--- src/rtl/pld_pkg.sv ---
// Shared types and config-field layout for the programmable macrocell array.
package pld_pkg;

  typedef enum logic [1:0] {
    MODE_COMB   = 2'b00,
    MODE_DREG   = 2'b01,
    MODE_TREG   = 2'b10,
    MODE_STICKY = 2'b11
  } mode_e;

  typedef enum logic [1:0] {
    CFG_IDLE   = 2'b00,
    CFG_SHIFT  = 2'b01,
    CFG_COMMIT = 2'b10
  } cfg_state_e;

  // Per-cell field layout, LSB first: inv, en, mode, oe.
  localparam int INV_LSB = 0;

  function automatic int cfg_width(input int n_in);
    return 2 * n_in + 3;
  endfunction

  function automatic int en_lsb(input int n_in);
    return n_in;
  endfunction

  function automatic int mode_lsb(input int n_in);
    return 2 * n_in;
  endfunction

  function automatic int oe_bit(input int n_in);
    return 2 * n_in + 2;
  endfunction

endpackage

--- src/rtl/pld_macrocell.sv ---
// One macrocell: inverted/enabled OR term, optional register, output mux.
module pld_macrocell
  import pld_pkg::*;
#(
  parameter int N_IN = 5
) (
  input  logic            clk,
  input  logic            rst,
  input  logic            clr,
  input  logic            commit,
  input  logic [N_IN-1:0] in,
  input  logic [2*N_IN+2:0] cfg,
  output logic            out,
  output logic            oe
);

  logic [N_IN-1:0] inv;
  logic [N_IN-1:0] en;
  mode_e           mode;
  logic            term;
  logic            q;

  assign inv  = cfg[INV_LSB +: N_IN];
  assign en   = cfg[en_lsb(N_IN) +: N_IN];
  assign mode = mode_e'(cfg[mode_lsb(N_IN) +: 2]);
  assign oe   = cfg[oe_bit(N_IN)];
  assign term = |(en & (in ^ inv));

  // q keeps following term in COMB mode so a later mode switch starts clean.
  always_ff @(posedge clk) begin
    if (rst) begin
      q <= 1'b0;
    end else if (commit) begin
      q <= 1'b0;
    end else if (clr) begin
      q <= 1'b0;
    end else begin
      case (mode)
        MODE_COMB:   q <= term;
        MODE_DREG:   q <= term;
        MODE_TREG:   q <= q ^ term;
        MODE_STICKY: q <= q | term;
        default:     q <= term;
      endcase
    end
  end

  assign out = (mode == MODE_COMB) ? term : q;

endmodule

--- src/rtl/pld_macrocell_array.sv ---
// Macrocell array with a serial config chain loaded into a shadow register
// and committed to the active config in one cycle.
module pld_macrocell_array
  import pld_pkg::*;
#(
  parameter int N_IN   = 5,
  parameter int N_CELL = 4
) (
  input  logic                     clk,
  input  logic                     rst,
  input  logic [N_CELL*N_IN-1:0]   in,
  output logic [N_CELL-1:0]        out,
  output logic [N_CELL-1:0]        oe,
  input  logic                     clr,
  input  logic                     cfg_start,
  input  logic                     cfg_valid,
  input  logic                     cfg_din,
  output logic                     cfg_busy,
  output logic                     cfg_done
);

  localparam int CFG_W   = 2 * N_IN + 3;
  localparam int CHAIN_W = N_CELL * CFG_W;
  localparam int CNT_W   = $clog2(CHAIN_W + 1);
  localparam logic [CNT_W-1:0] LAST_BIT = CNT_W'(CHAIN_W - 1);

  cfg_state_e         state;
  logic [CNT_W-1:0]   count;
  logic [CHAIN_W-1:0] shadow;
  logic [CHAIN_W-1:0] active;
  logic               commit;

  assign commit   = (state == CFG_COMMIT);
  assign cfg_busy = (state != CFG_IDLE);

  // A restart in SHIFT only rewinds the counter; stale shadow bits get
  // shifted out by the fresh stream before any commit can happen.
  always_ff @(posedge clk) begin
    if (rst) begin
      state    <= CFG_IDLE;
      count    <= '0;
      shadow   <= '0;
      active   <= '0;
      cfg_done <= 1'b0;
    end else begin
      cfg_done <= commit;
      case (state)
        CFG_IDLE: begin
          if (cfg_start) begin
            state <= CFG_SHIFT;
            count <= '0;
          end
        end
        CFG_SHIFT: begin
          if (cfg_start) begin
            count <= '0;
          end else if (cfg_valid) begin
            shadow <= {shadow[CHAIN_W-2:0], cfg_din};
            count  <= count + 1'b1;
            if (count == LAST_BIT) begin
              state <= CFG_COMMIT;
            end
          end
        end
        CFG_COMMIT: begin
          active <= shadow;
          state  <= CFG_IDLE;
        end
        default: state <= CFG_IDLE;
      endcase
    end
  end

  for (genvar c = 0; c < N_CELL; c++) begin : g_cell
    pld_macrocell #(
      .N_IN (N_IN)
    ) u_cell (
      .clk    (clk),
      .rst    (rst),
      .clr    (clr),
      .commit (commit),
      .in     (in[c*N_IN +: N_IN]),
      .cfg    (active[c*CFG_W +: CFG_W]),
      .out    (out[c]),
      .oe     (oe[c])
    );
  end

endmodule
--- config.mk ---
export PLATFORM = sky130hd
export DESIGN_NAME = pld_macrocell_array
export DESIGN_NICKNAME = d
export VERILOG_FILES = /design/src/rtl/pld_pkg.sv /design/src/rtl/pld_macrocell.sv /design/src/rtl/pld_macrocell_array.sv
export SDC_FILE = /design/constraint.sdc
export NUM_CORES = 1
export LEC_CHECK = 0
export BUFFER_PORTS_ARGS = -buffer_cell sky130_fd_sc_hd__buf_4
export CORE_ASPECT_RATIO = 1.25
export CORE_MARGIN = 2
export CORE_UTILIZATION = 24
export CTS_CLUSTER_SIZE = 14
export DETAILED_ROUTE_END_ITERATION = 7
export GPL_TIMING_DRIVEN = 0
export HOLD_SLACK_MARGIN = 0.03
export PLACE_DENSITY = 0.41
export SYNTH_ARGS = -nofsm -noshare
export SYNTH_HDL_FRONTEND = slang
export SYNTH_SLANG_ARGS = --single-unit
--- constraint.sdc ---
create_clock -name clk -period 3.8 [get_ports clk]
set_input_delay 0.19 -clock clk [delete_from_list [all_inputs] [get_ports clk]]
set_output_delay 0.19 -clock clk [all_outputs]
set_load 0.02 [all_outputs]
======== After elaboration in Yosys (flattened, before gate mapping) ========
Index checks and enable logic that the tools add are counted.
cells by class
  divide/modulo/power cells ............... 0
  reductions and logical operators ........ 19
  shift operators ......................... 0
  add/sub/neg operators ................... 1
  mux-type cells .......................... 17
  bitwise operators ....................... 17
  eq/ne operators ......................... 20
  multiply operators ...................... 0
  order comparisons ....................... 0
operator list
  operator                                              number
  bitwise AND 5 bit                                     4
  OR reduction 5 bit                                    4
  bitwise XOR 5 bit                                     4
  equality test 2 bit (second input constant)           9
  2-to-1 mux 6 bit                                      3
  case mux 1 bit (3 select lines)                       4
  case mux 6 bit (2 select lines)                       1
  equality test 2 x 1 -> 1 bit (second input constant)  5
  logical NOT 2 bit                                     5
  2-to-1 mux 2 bit                                      4
  inequality test 2 bit (second input constant)         4
  OR reduction 2 bit                                    4
  adder 6 x 1 -> 6 bit (second input constant)          1
  equality test 6 bit (second input constant)           1
  AND reduction 3 bit                                   2
  2-to-1 mux 1 bit                                      4
  OR 1 bit                                              4
  case mux 2 bit (2 select lines)                       1
  AND reduction 4 bit                                   1
  nonzero test 2 bit                                    2
  bitwise XOR 1 bit                                     4
  inequality test 3 bit (second input constant)         1
  OR reduction 3 bit                                    1
  inverter 1 bit                                        1
storage, ports and cells
  ROM bits ................................ 0
  flip-flop bits (word level) ............. 117
  memories ................................ 0
  bits in latches ......................... 0
  input bits .............................. 26
  output and inout bits ................... 10
  RAM bits ................................ 0

======== Longest topological paths before layout ========
  word-level depth ........................ 5
  depth in mapped cells ................... 9

======== Hierarchy ========
From an unflattened synthesis, not the netlist that was laid out.
unflattened totals
  cell total of the unflattened synthesis .. 584
  area total of the unflattened synthesis .. 4669.5 µm²
by module, submodules not included
  module               cells each  sequential area each (µm²)  times used  area an instance (µm²)
  pld_macrocell_array  500         2262.2                      1           4003.8
  pld_macrocell        21          20.0                        4           166.4

======== Worst setup path before layout ========
OpenSTA, ideal clock, no wires.
  kind .................................... flip-flop to flip-flop
  from .................................... register active[17]
  to ...................................... register g_cell[1].u_cell.q
  cell stages (with the launch flop) ...... 9
  period minus slack after synthesis ...... 1.576 ns
  required time ........................... 3.685 ns
  path slack .............................. 2.224 ns
  data arrival time ....................... 1.461 ns
  cells stage by stage .................... dfxtp_1 -> xor2_1 -> a222oi_1 -> nand2_1 -> inv_1 -> ha_1 -> mux2i_1 -> a21oi_1 -> o21a_1
between the ends
  word-level cells in the longest chain between the ends .. 5
  elaborated cells on any way between the ends .. 6
ends and longest elaborated chain
  what                                                  line                                      RTL
  from (decl)                                           pld_macrocell_array.sv:30                 logic [CHAIN_W-1:0] active;
  from (signal assigned)                                pld_macrocell_array.sv:66                 active <= shadow;
  bitwise XOR 5 bit (*)                                 pld_macrocell.sv:27                       assign term = |(en & (in ^ inv));
  bitwise AND 5 bit (*)                                 pld_macrocell.sv:27
  OR reduction 5 bit (*)                                pld_macrocell.sv:27
  OR 1 bit / bitwise XOR 1 bit (equally long branches)  pld_macrocell.sv:42, pld_macrocell.sv:41
  case mux 1 bit (3 select lines) (*)                   pld_macrocell.sv:38                       case (mode)
  to (signal assigned)                                  pld_macrocell.sv:39                       MODE_COMB: q <= term;
  to (signal assigned)                                  pld_macrocell.sv:42                       MODE_STICKY: q <= q | term;
  to (signal assigned)                                  pld_macrocell.sv:43                       default: q <= term;
  to (decl)                                             pld_macrocell.sv:21                       logic q;
Mark *: on every way between the ends. The rest lies on a longest branch, timed or not.
A chain may end at the register's enable or synchronous reset.

======== Final worst setup path ========
  from .................................... register active[39]
  to ...................................... output port out[3]
between the ends
  word-level cells in the longest chain between the ends .. 4
ends and longest elaborated chain
  what                line                       RTL
  bitwise XOR 5 bit   pld_macrocell.sv:27
  bitwise AND 5 bit   pld_macrocell.sv:27
  OR reduction 5 bit  pld_macrocell.sv:27
  2-to-1 mux 1 bit    pld_macrocell.sv:48        assign out = (mode == MODE_COMB) ? term : q;
  to (decl)           pld_macrocell_array.sv:12  output logic [N_CELL-1:0] out,
Every way passes these cells.

==> key figures <==
Outcome
  • Status: complete, no violations

Clock network
  • Post-CTS setup buffer count: 0
  • # clock sinks: 117
  • H-tree levels: 4
  • Clock latency on the worst-skew pair: 410 ps
  • Clock transition at path regs: 50 ps
  • Root Buffer: clkbuf_16
  • CTS tree: done
  • CTS Buffer Depth: 2
  • Clock buffer count from CTS: 17

Min path
  • Hold path depth: 3
  • Hold Path Class: input pin to register
  • Hold path start: cfg_start

Finish
  • Layout cells sized above 1: 14.8%
  • N_diodes: 0
  • # nets final: 674
  • Most frequent cells in the layout: nand2_1, dfxtp_1, a21oi_1, buf_4, xor2_1
  • Final std cells w/o fill: 887
  • Most common cell after layout, fill and taps aside: nand2_1
  • Filler Cell Count: 1996
  • Area Growth Syn to Fin: 26.4%

Floorplan
  • Starting Density: 24.5%
  • Die Span Y: 159 um
  • Num rows: 56
  • Die ar.: 0.0204 mm2
  • Core Region: 0.0188 mm2
  • Die width: 128 um
  • I/O Pins: 36

Power
  • Switching fraction of total power: 19.8%
  • Comb pwr share: 2.8%
  • P_sw: 0.000613 W
  • P_leak: 2.08 nW
  • Int Power: 0.00249 W
  • Register share of total power: 39.7%
  • Maximum VDD drop: 276 uV
  • Power per cell area: 531 mW/mm2
  • Clock power share: 57.5%

Setup path
  • Crit-path most repeated cell: buf_4
  • Crit. End Element: output port
  • Crit path DAT: 2120 ps
  • Reg-to-Reg Start: active[39]
  • R2r setup slk: 1890 ps
  • WP data required: 3610 ps
  • Max FO, Critical Path: 2
  • Worst setup path startpoint: active[39]
  • Crit-path cells: xor2_1, a222oi_1, and3_1, a21oi_1, buf_4, buf_4
  • Startpoint types: register
  • Slowest CP cell: a222oi_1
  • Crit Path Category: register to output port
  • Max incr delay on CP: 570 ps
  • Register-to-Register Path Depth: 6

GRT
  • Grt ovf: 0
  • Initial antenna violation count: 0
  • Largest net degree at the start of global routing: 17
  • Global-route wire length before repair: 18000 um
  • Global-route total usage across every layer: 11.3%
  • Vias in the first global route: 3647

Logic synthesis
  • Yosys reg bits: 117
  • Post-synthesis sequential area ratio: 50.7%
  • EDFF count, synth: 0
  • Avg Cell Area, Syn: 7.86 um2
  • Syn nets: 619
  • Async set or reset register ratio after synthesis: 0%
  • Ys flop type: dfxtp_1
  • Netlist Area Pre-Place: 0.00462 mm2
  • Cells after synthesis: 588
  • Synth warn: 0
  • Unique masters post-synth: 36

Place
  • # placed instances: 855
  • Port Buffers: 35
  • Setup WS pre-CTS: 1880 ps
  • Post-DP HPWL: 7810 um
  • Final Wtd Congestion: 0.763

Timing
  • RSZ-0062 raised after global routing: false
  • Final setup fails: 0
  • Worst Skew: 7.32 ps
  • Tightest Pin Transition: 625 ps
  • Post-Route Setup TNS: 0 ps
  • Final Critical Period: 2310 ps
  • Tcrit/Tclk final: 60.9%
  • Hold Fails Final Rpt: 0
  • Fmax: 432 MHz
  • Final Max Slew Viols: 0
  • Final setup margin: 1490 ps
  • Rel. slew slack: 58.3%

Route
  • Routed vias: 3893
  • Antenna Violating Nets Remaining: 0
  • Post-detailed-route DRC marker count: 0
  • Routed wire length: 11100 um
  • Router iterations before antenna repair: 4
  • Vias per Instance: 4.39
  • Starting DRT DRC Count: 187
  • DR WL/cell: 12.5 um

Run
  • Max cap viols: 0
[kinds of logic (layout without fill, tap and decap cells)]
family | count (synthesis) | after routing | share of synthesized area, %
AO/OA/AOI/OAI | 133 | 133 | 15.6
XOR/XNOR | 23 | 23 | 4.36
adder cells (fa/ha/maj) | 5 | 5 | 1.35
buffers and inverters | 51 | 118 | 5.33
flip-flops | 117 | 117 | 50.7
multiplexers | 1 | 1 | 0.217
AND/OR/NAND/NOR | 258 | 258 | 22.5
[layer usage]
layer | routed length, um | GRT usage, %
met1 | 4930 | 13.0
met2 | 5640 | 19.7
met3 | 301 | 2.86
met4 | 178 | 4.80
met5 | 0 | 0
[registers in the layout, summed over array words and instances (netlist names)]
signal	count
active	52
cfg_done	1
count	6
g_cell.u_cell.q	4
shadow	52
state	2
[cell type report]
class,instances,area (um2),share of cell area [%]
Inverter,7,26.3,0.450
Tap cell,232,290,4.97
Clock buffer,22,484,8.29
Clock inverter,9,173,2.96
Multi-Input combinational cell,420,2030,34.8
Buffer,44,220,3.77
Timing Repair Buffer,36,273,4.67
Sequential cell,117,2340,40.1
[power groups by stage]
stage          Sequential, W  Combinational, W  Clock (W)
2_1_floorplan        0.00126         0.0000428          0
3_3_place_gp         0.00126         0.0000872          0
3_5_place_dp         0.00126         0.0000878          0
4_1_cts              0.00123         0.0000890    0.00182
5_1_grt              0.00123         0.0000961    0.00188
6_report             0.00123         0.0000864    0.00178
[synth_stat cells, drive strengths merged, types with 2 or more instances]
cell type / n / share of area, %
nand2: 220 / 18
dfxtp: 117 / 51
a21oi: 116 / 13
buf: 28 / 3.5
xor2: 21 / 4.0
clkbuf: 16 / 1.3
nor2: 16 / 1.4
inv: 7 / 0.57
ha: 5 / 1.4
a222oi: 4 / 0.87
nor3: 4 / 0.43
a31o: 3 / 0.57
and3: 3 / 0.41
nand3: 3 / 0.32
nor2b: 3 / 0.41
o211ai: 3 / 0.49
xnor2: 2 / 0.38
[what timing repair did]
item	4_1_cts	5_1_grt
hold endpoints to repair	1	0
gates resized for setup	0	0
endpoints found under the setup margin	0	0
hold buffers	1	0
[through the flow]
step	hold WS, ps	utilization (%)	power (W)	instance area, um2
2_1_floorplan	326	-	0.00130	4620
3_3_place_gp	440	27.4	0.00134	5170
3_5_place_dp	448	27.4	0.00134	5170
4_1_cts	105	31.0	0.00314	5840
5_1_grt	121	31.0	0.00320	5840
6_report	120	31.0	0.00310	5840
[path summary, 6_finish.rpt]
| kind | end |
|---|---|
| worst min-delay path | state[0] |
| worst min register to register | active[51] |
| worst max register to register | g_cell[3].u_cell.q |
| worst max-delay path | out[3] |
[critical path, delay by kind of cell (launching register included)]
kind,cells,cell delay [ps]
compound gates,2,670
flops,1,320
simple gates,1,270
buf+inv,2,290
xor+xnor,1,170
(Power assumes the default switching activity.)
